`config.mk`:
```
export PLATFORM = sky130hd
export DESIGN_NAME = mcycle_unit_flat
export DESIGN_NICKNAME = d
export VERILOG_FILES = /design/src/rtl/mcycle_pkg.sv /design/src/rtl/mcycle_if.sv /design/src/rtl/mcycle_step.sv /design/src/rtl/mcycle_unit.sv /design/src/flat_wrapper.sv
export SDC_FILE = /design/constraint.sdc
export NUM_CORES = 1
export LEC_CHECK = 0
export CORE_UTILIZATION = 51
export CTS_CLUSTER_DIAMETER = 120
export DETAILED_ROUTE_END_ITERATION = 10
export PLACE_DENSITY_LB_ADDON = 0.15
export SLEW_MARGIN = 20
export SYNTH_ARGS = -nofsm -noshare
export SYNTH_HDL_FRONTEND = slang
export SYNTH_SLANG_ARGS = --single-unit
```
`constraint.sdc`:
```
create_clock -name CLK -period 5.9 [get_ports CLK]
set_input_delay 1.475 -clock CLK [delete_from_list [all_inputs] [get_ports CLK]]
set_output_delay 1.475 -clock CLK [all_outputs]
set_load 0.01 [all_outputs]
```
`src/rtl/mcycle_pkg.sv`:
```
// Shared opcode encodings, FSM states and opcode decode helpers for the multi-cycle mul/div unit.
// Latency: n/a (declarations only).
// Backpressure: n/a.
package mcycle_pkg;

    localparam logic [1:0] OP_MUL  = 2'b00;
    localparam logic [1:0] OP_MULU = 2'b01;
    localparam logic [1:0] OP_DIV  = 2'b10;
    localparam logic [1:0] OP_DIVU = 2'b11;

    typedef enum logic [1:0] {
        S_IDLE    = 2'd0,
        S_COMPUTE = 2'd1,
        S_DONE    = 2'd2
    } state_t;

    function automatic logic op_is_div(input logic [1:0] op);
        return (op == OP_DIV) || (op == OP_DIVU);
    endfunction

    function automatic logic op_is_signed(input logic [1:0] op);
        return (op == OP_MUL) || (op == OP_DIV);
    endfunction

endpackage

```
`src/rtl/mcycle_if.sv`:
```
// Request/response bundle between the execute stage and the mul/div unit.
// Latency: n/a (wires only).
// Backpressure: Busy from the unit stalls the requester.
interface mcycle_if #(parameter int WIDTH = 32);

    logic             Start;
    logic [1:0]       MCycleOp;
    logic [WIDTH-1:0] Operand1;
    logic [WIDTH-1:0] Operand2;
    logic [WIDTH-1:0] Result1;
    logic [WIDTH-1:0] Result2;
    logic             Busy;
    logic             Done;

    modport master (
        output Start, MCycleOp, Operand1, Operand2,
        input  Result1, Result2, Busy, Done
    );

    modport slave (
        input  Start, MCycleOp, Operand1, Operand2,
        output Result1, Result2, Busy, Done
    );

endinterface

```
`src/rtl/mcycle_step.sv`:
```
// One iteration of shift-add multiply or restoring divide on a 2*WIDTH accumulator.
// Latency: combinational.
// Backpressure: none; the caller decides when to register the result.
module mcycle_step #(
    parameter int WIDTH = 32
) (
    input  logic [2*WIDTH-1:0] acc,
    input  logic [WIDTH-1:0]   operand,
    input  logic               is_div,
    output logic [2*WIDTH-1:0] acc_next
);

    logic [WIDTH:0] add_sum;
    logic [WIDTH:0] shifted;
    logic [WIDTH:0] trial;

    // Multiply: acc = {partial high, remaining multiplier bits}; add then shift right.
    // Divide:   acc = {partial remainder, dividend bits / quotient bits}; shift left then trial subtract.
    always_comb begin
        add_sum  = {1'b0, acc[2*WIDTH-1:WIDTH]} + (acc[0] ? {1'b0, operand} : '0);
        shifted  = {acc[2*WIDTH-1:WIDTH], acc[WIDTH-1]};
        trial    = shifted - {1'b0, operand};
        acc_next = {add_sum, acc[WIDTH-1:1]};
        if (is_div) begin
            if (trial[WIDTH]) begin
                acc_next = {shifted[WIDTH-1:0], acc[WIDTH-2:0], 1'b0};
            end else begin
                acc_next = {trial[WIDTH-1:0], acc[WIDTH-2:0], 1'b1};
            end
        end
    end

endmodule

```
`src/rtl/mcycle_unit.sv`:
```
// Iterative RV32M-style multiply/divide beside the ALU; operands latched on Start.
// Latency: WIDTH cycles from the Start edge to the Done pulse; one op per WIDTH+1 cycles.
// Backpressure: Busy high while computing; Start ignored until the DONE cycle.
module mcycle_unit
    import mcycle_pkg::*;
#(
    parameter int WIDTH = 32
) (
    input  logic     CLK,
    input  logic     RESETn,
    mcycle_if.slave  bus
);

    localparam int CNT_W = $clog2(WIDTH) + 1;

    state_t             state;
    logic [CNT_W-1:0]   cnt;
    logic [2*WIDTH-1:0] acc;
    logic [2*WIDTH-1:0] acc_next;
    logic [WIDTH-1:0]   opnd_q;
    logic [WIDTH-1:0]   dividend_q;
    logic               is_div_q;
    logic               neg_res;
    logic               neg_rem;
    logic               div_zero;
    logic [WIDTH-1:0]   result1_q;
    logic [WIDTH-1:0]   result2_q;
    logic               busy_q;
    logic               done_q;

    logic               sgn_in;
    logic               div_in;
    logic [WIDTH-1:0]   mag1_in;
    logic [WIDTH-1:0]   mag2_in;
    logic [2*WIDTH-1:0] prod;
    logic [WIDTH-1:0]   fin_r1;
    logic [WIDTH-1:0]   fin_r2;
    logic               last_iter;

    always_comb begin
        sgn_in  = op_is_signed(bus.MCycleOp);
        div_in  = op_is_div(bus.MCycleOp);
        mag1_in = (sgn_in && bus.Operand1[WIDTH-1]) ? -bus.Operand1 : bus.Operand1;
        mag2_in = (sgn_in && bus.Operand2[WIDTH-1]) ? -bus.Operand2 : bus.Operand2;
    end

    mcycle_step #(.WIDTH(WIDTH)) u_step (
        .acc      (acc),
        .operand  (opnd_q),
        .is_div   (is_div_q),
        .acc_next (acc_next)
    );

    assign last_iter = (cnt == CNT_W'(WIDTH - 1));

    // Sign fix-up on the final accumulator; MIN / -1 needs no special case since
    // the magnitude quotient 2^(WIDTH-1) negates back onto itself.
    always_comb begin
        prod   = neg_res ? -acc_next : acc_next;
        fin_r1 = prod[WIDTH-1:0];
        fin_r2 = prod[2*WIDTH-1:WIDTH];
        if (is_div_q) begin
            if (div_zero) begin
                fin_r1 = '1;
                fin_r2 = dividend_q;
            end else begin
                fin_r1 = neg_res ? -acc_next[WIDTH-1:0] : acc_next[WIDTH-1:0];
                fin_r2 = neg_rem ? -acc_next[2*WIDTH-1:WIDTH] : acc_next[2*WIDTH-1:WIDTH];
            end
        end
    end

    always_ff @(posedge CLK or negedge RESETn) begin
        if (!RESETn) begin
            state      <= S_IDLE;
            cnt        <= '0;
            acc        <= '0;
            opnd_q     <= '0;
            dividend_q <= '0;
            is_div_q   <= 1'b0;
            neg_res    <= 1'b0;
            neg_rem    <= 1'b0;
            div_zero   <= 1'b0;
            result1_q  <= '0;
            result2_q  <= '0;
            busy_q     <= 1'b0;
            done_q     <= 1'b0;
        end else begin
            case (state)
                S_IDLE, S_DONE: begin
                    done_q <= 1'b0;
                    if (bus.Start) begin
                        state      <= S_COMPUTE;
                        busy_q     <= 1'b1;
                        cnt        <= '0;
                        is_div_q   <= div_in;
                        dividend_q <= bus.Operand1;
                        neg_res    <= sgn_in & (bus.Operand1[WIDTH-1] ^ bus.Operand2[WIDTH-1]);
                        neg_rem    <= sgn_in & bus.Operand1[WIDTH-1];
                        div_zero   <= (bus.Operand2 == '0);
                        // Divide walks the dividend through the low half; multiply walks the multiplier.
                        acc        <= {{WIDTH{1'b0}}, div_in ? mag1_in : mag2_in};
                        opnd_q     <= div_in ? mag2_in : mag1_in;
                    end else begin
                        state <= S_IDLE;
                    end
                end
                S_COMPUTE: begin
                    acc <= acc_next;
                    cnt <= cnt + CNT_W'(1);
                    if (last_iter) begin
                        state     <= S_DONE;
                        busy_q    <= 1'b0;
                        done_q    <= 1'b1;
                        result1_q <= fin_r1;
                        result2_q <= fin_r2;
                    end
                end
                default: begin
                    state  <= S_IDLE;
                    busy_q <= 1'b0;
                    done_q <= 1'b0;
                end
            endcase
        end
    end

    assign bus.Result1 = result1_q;
    assign bus.Result2 = result2_q;
    assign bus.Busy    = busy_q;
    assign bus.Done    = done_q;

endmodule
```
`src/flat_wrapper.sv`:
```
// flat-port wrapper written by rule: the top's interface ports become plain ports
module mcycle_unit_flat import mcycle_pkg::*;
#(
    parameter int WIDTH = 32
)
  (CLK, RESETn, bus_Start, bus_MCycleOp, bus_Operand1, bus_Operand2, bus_Result1, bus_Result2, bus_Busy, bus_Done);
  mcycle_if #(.WIDTH(WIDTH)) bus_i ();
  input  logic CLK;
  input  logic RESETn;
  input wire logic [$bits(bus_i.Start)-1:0] bus_Start;
  input wire logic [$bits(bus_i.MCycleOp)-1:0] bus_MCycleOp;
  input wire logic [$bits(bus_i.Operand1)-1:0] bus_Operand1;
  input wire logic [$bits(bus_i.Operand2)-1:0] bus_Operand2;
  output wire logic [$bits(bus_i.Result1)-1:0] bus_Result1;
  output wire logic [$bits(bus_i.Result2)-1:0] bus_Result2;
  output wire logic [$bits(bus_i.Busy)-1:0] bus_Busy;
  output wire logic [$bits(bus_i.Done)-1:0] bus_Done;
  assign bus_i.Start = bus_Start;
  assign bus_i.MCycleOp = bus_MCycleOp;
  assign bus_i.Operand1 = bus_Operand1;
  assign bus_i.Operand2 = bus_Operand2;
  assign bus_Result1 = bus_i.Result1;
  assign bus_Result2 = bus_i.Result2;
  assign bus_Busy = bus_i.Busy;
  assign bus_Done = bus_i.Done;
  mcycle_unit #(.WIDTH(WIDTH)) u_core (.CLK(CLK), .RESETn(RESETn), .bus(bus_i));
endmodule
```
==> impl_metrics.json <==
{
  "hold-path-endpoint": "u_core.bus.Result2[1]",
  "fin_tns_setup_ns": 0,
  "outcome": "complete, no violations",
  "grt_max_degree": 124,
  "grt-ovfl-total": 0,
  "drive_above_1_share_pct": 7.52,
  "crit_arrival_ns": 6.06,
  "antenna_found_initial": 4,
  "place_worst_setup_slack_ns": 0.223,
  "max_freq_ghz": 0.179,
  "clkTransAtPathRegs_ns": 0.06,
  "rsz0062_at_grt": "false",
  "grt_first_pass_wirelength_mm": 105,
  "clock_insertion_delay_worst_skew_ns": 0.56,
  "relSlewSlack_pct": 27.9,
  "timing.rr.end": "u_core.bus.Result2[10]",
  "setup.worst_path.end_class": "flip-flop",
  "drtAntennaViolNets": 0,
  "route.vias.total": 18210,
  "area_delta_synth_final_pct": 15.2,
  "global_route.usage.total_pct": 38.6,
  "cts_made_buffers": 26,
  "reg2reg_depth": 23,
  "gp_routability_congestion": 1.01,
  "floorplan.die_area_mm2": 0.0356,
  "cts-root-buf": "sky130_fd_sc_hd__clkbuf_16",
  "detailedRoute.firstIterationViolations": 1934,
  "clock_tree.buffer_depth": 3,
  "yosys_most_used_dff": "sky130_fd_sc_hd__dfrtp_1",
  "post_synth_design_cell_area_mm2": 0.0178,
  "cts_max_level": 1,
  "tritoncts_num_sinks": 205,
  "synth.ff_latch_count": 205,
  "clock-skew-final_ns": 0.0123,
  "dr_vias_cell": 6.48,
  "first_global_vias": 17460,
  "finalPower_mw": 13.9,
  "worstMarginPinSlew_ns": 1.08,
  "ys_warn_count": 0,
  "drv_cap": 0,
  "ys_seq_area_share_pct": 28.9,
  "cell_count_after_synthesis": 2254,
  "finish.net_count": 2478,
  "fp.dieH_um": 189,
  "worstSetupPathType": "reg -> reg",
  "start_kind": "flip-flop",
  "static-leakage-power_nw": 8.55,
  "finalHoldViolations": 0,
  "layout_worst_path_cycle_share_pct": 94.5,
  "synth_enable_flop_cells": 0,
  "timing.final.ws_setup_ns": 0.322,
  "slew_violations": 0,
  "ioPinCount": 135,
  "syn-num-nets": 2394,
  "vdd.ir_drop.worst_uv": 353,
  "worst-endpoint-required_ns": 6.38,
  "num_rows": 68,
  "setup_viol_count_final": 0,
  "synth.distinct_cells": 107,
  "placement.io_buffers": 134,
  "core-area_mm2": 0.0345,
  "hold-path-cell-count": 2,
  "power.density_mw_per_mm2": 676,
  "async_flop_share_pct": 100,
  "effective_utilization_at_floorplan_pct": 51.6,
  "tightest_hold_check_type": "reg -> reg",
  "cts_tree": "built",
  "finalWirelength_mm": 69.3,
  "post-cts-setup-buffer-count": 0,
  "detail_route.wl_per_cell_um": 24.7,
  "critical_path.reg2reg.startpoint": "u_core.acc[31]",
  "die_span_in_x_um": 189,
  "hpwl_mm": 53.2,
  "finalCriticalPeriod_ns": 5.58,
  "syn_area_per_cell_um2": 7.89,
  "critical_path_peak_fanout": 7,
  "regToRegSetupSlack_ns": 0.32,
  "timing.hold.worst.start": "u_core.bus.Result2[1]",
  "drt_pre_antenna_iters": 6,
  "post-route-util_pct": 59.4,
  "drt_drc_violations_left": 0
}
metrics by stage:
stage	cells	cell area (um2)	hold slack, ns
floorplan	2254	17800	0.437
global placement	2765	19600	0.465
detailed placement	2765	19600	0.470
CTS	2808	20500	0.484
global route	2808	20500	0.511
finish	2809	20500	0.480
where the power goes:
group          total (mW)  internal [mW]  switching [mW]
Combinational        9.51           3.72            5.79
Sequential           2.69           2.00           0.687
Clock                1.65          0.984           0.668
what timing repair did:
item,in CTS,in global routing
endpoints found under the setup margin,0,6
gates resized for setup,0,2
hold buffers,0,0
endpoints found under the hold margin,0,0
placed cells by master (no fill, tap or decap), types with 22 or more instances in the layout:
cell / synthesis / layout
sky130_fd_sc_hd__o31ai_1: 32 / 31
sky130_fd_sc_hd__o22a_1: 31 / 31
sky130_fd_sc_hd__o21ai_0: 202 / 202
sky130_fd_sc_hd__o221ai_1: 31 / 31
sky130_fd_sc_hd__xnor2_1: 101 / 101
sky130_fd_sc_hd__xor2_1: 83 / 83
sky130_fd_sc_hd__nor2_1: 138 / 137
sky130_fd_sc_hd__nor4_1: 22 / 22
sky130_fd_sc_hd__nand4_1: 22 / 22
sky130_fd_sc_hd__a21o_1: 25 / 25
sky130_fd_sc_hd__dfrtp_1: 205 / 204
sky130_fd_sc_hd__ha_1: 69 / 69
sky130_fd_sc_hd__inv_1: 78 / 78
sky130_fd_sc_hd__clkbuf_16: 0 / 26
sky130_fd_sc_hd__nor3_1: 41 / 41
sky130_fd_sc_hd__a21oi_1: 143 / 143
sky130_fd_sc_hd__buf_4: 1 / 64
sky130_fd_sc_hd__a31oi_1: 25 / 25
sky130_fd_sc_hd__o211ai_1: 24 / 24
sky130_fd_sc_hd__clkdlybuf4s50_1: 0 / 132
sky130_fd_sc_hd__mux2i_1: 58 / 58
sky130_fd_sc_hd__nand3_1: 40 / 40
sky130_fd_sc_hd__nand2_1: 383 / 383
sky130_fd_sc_hd__and2_1: 41 / 41
state kept, by name (all words and copies together) (netlist names), 2 cells and up:
signal,flops
u_core.state,2
u_core.acc,64
u_core.opnd_q,32
u_core.bus.Result2,32
u_core.cnt,6
u_core.dividend_q,32
u_core.bus.Result1,32
worst max-delay path by stage:
stage | start | end | cells after the start
final | u_core.acc[31] | u_core.bus.Result2[10] | 23
after detailed placement | bus_Operand1[4] | u_core.opnd_q[23] | 12
after global routing | u_core.acc[31] | u_core.bus.Result2[10] | 23
after CTS | u_core.acc[48] | u_core.bus.Result2[10] | 20
after floorplan | u_core.is_div_q | u_core.bus.Result2[26] | 23
after global placement | bus_Operand1[2] | u_core.opnd_q[21] | 12
layout make-up:
type,count,area [um2]
Antenna cell,1,2.50
Clock buffer,33,717
Clock inverter,10,146
Fill cell,3227,14000
Inverter,78,293
Multi-Input combinational cell,1829,11800
Sequential cell,205,5130
Tap cell,455,569
Timing Repair Buffer,198,1840
Yosys cell counts, types with 31 or more instances:
master / n / area, um2
sky130_fd_sc_hd__nand2_1: 383 / 1440
sky130_fd_sc_hd__dfrtp_1: 205 / 5130
sky130_fd_sc_hd__o21ai_0: 202 / 1010
sky130_fd_sc_hd__a21oi_1: 143 / 716
sky130_fd_sc_hd__nor2_1: 138 / 518
sky130_fd_sc_hd__xnor2_1: 101 / 885
sky130_fd_sc_hd__clkbuf_1: 99 / 372
sky130_fd_sc_hd__xor2_1: 83 / 727
sky130_fd_sc_hd__inv_1: 78 / 293
sky130_fd_sc_hd__ha_1: 69 / 863
sky130_fd_sc_hd__mux2i_1: 58 / 581
sky130_fd_sc_hd__and2_1: 41 / 257
sky130_fd_sc_hd__nor3_1: 41 / 205
sky130_fd_sc_hd__nand3_1: 40 / 200
sky130_fd_sc_hd__o31ai_1: 32 / 240
sky130_fd_sc_hd__o221ai_1: 31 / 272
sky130_fd_sc_hd__o22a_1: 31 / 272
per-layer routing:
metal	vias to the layer above	wire length [um]	GRT usage, %
met2	998	32100	64.2
li1	8295	-	-
met5	-	0	0
met4	0	5130	23.9
met1	8655	26100	47.1
met3	262	5990	5.64
worst max-delay path, cell delays in order (launching register included):
cell	delay, ns
sky130_fd_sc_hd__dfrtp_1	0.40
sky130_fd_sc_hd__inv_1	0.09
sky130_fd_sc_hd__ha_1	0.19
sky130_fd_sc_hd__inv_1	0.07
sky130_fd_sc_hd__fa_1	0.43
sky130_fd_sc_hd__a211oi_1	0.28
sky130_fd_sc_hd__o21ai_2	0.18
sky130_fd_sc_hd__o211ai_2	0.29
sky130_fd_sc_hd__a2111oi_4	0.15
sky130_fd_sc_hd__or3_1	0.45
sky130_fd_sc_hd__nand3_1	0.16
sky130_fd_sc_hd__a21boi_0	0.32
sky130_fd_sc_hd__ha_1	0.22
sky130_fd_sc_hd__and2_1	0.17
sky130_fd_sc_hd__nand2_1	0.17
sky130_fd_sc_hd__nor2_1	0.17
sky130_fd_sc_hd__nand4_1	0.14
sky130_fd_sc_hd__or3_1	0.43
sky130_fd_sc_hd__nor2_1	0.26
sky130_fd_sc_hd__nand2_1	0.12
sky130_fd_sc_hd__o41ai_1	0.45
sky130_fd_sc_hd__xnor2_1	0.17
sky130_fd_sc_hd__nand2_1	0.07
sky130_fd_sc_hd__a21oi_1	0.14
cells by family after synthesis:
kind of cell               Yosys count  share of synthesized area [%]
AOI/OAI and AO/OA                  693                           26.2
xor gates and xnor gates           184                           9.07
adders and majority gates           71                           5.08
buffers and inverters              220                           5.03
DFF                                205                           28.9
muxes                               73                           4.42
and+or+nand+nor                    808                           21.3
(Power assumes the default switching activity.)
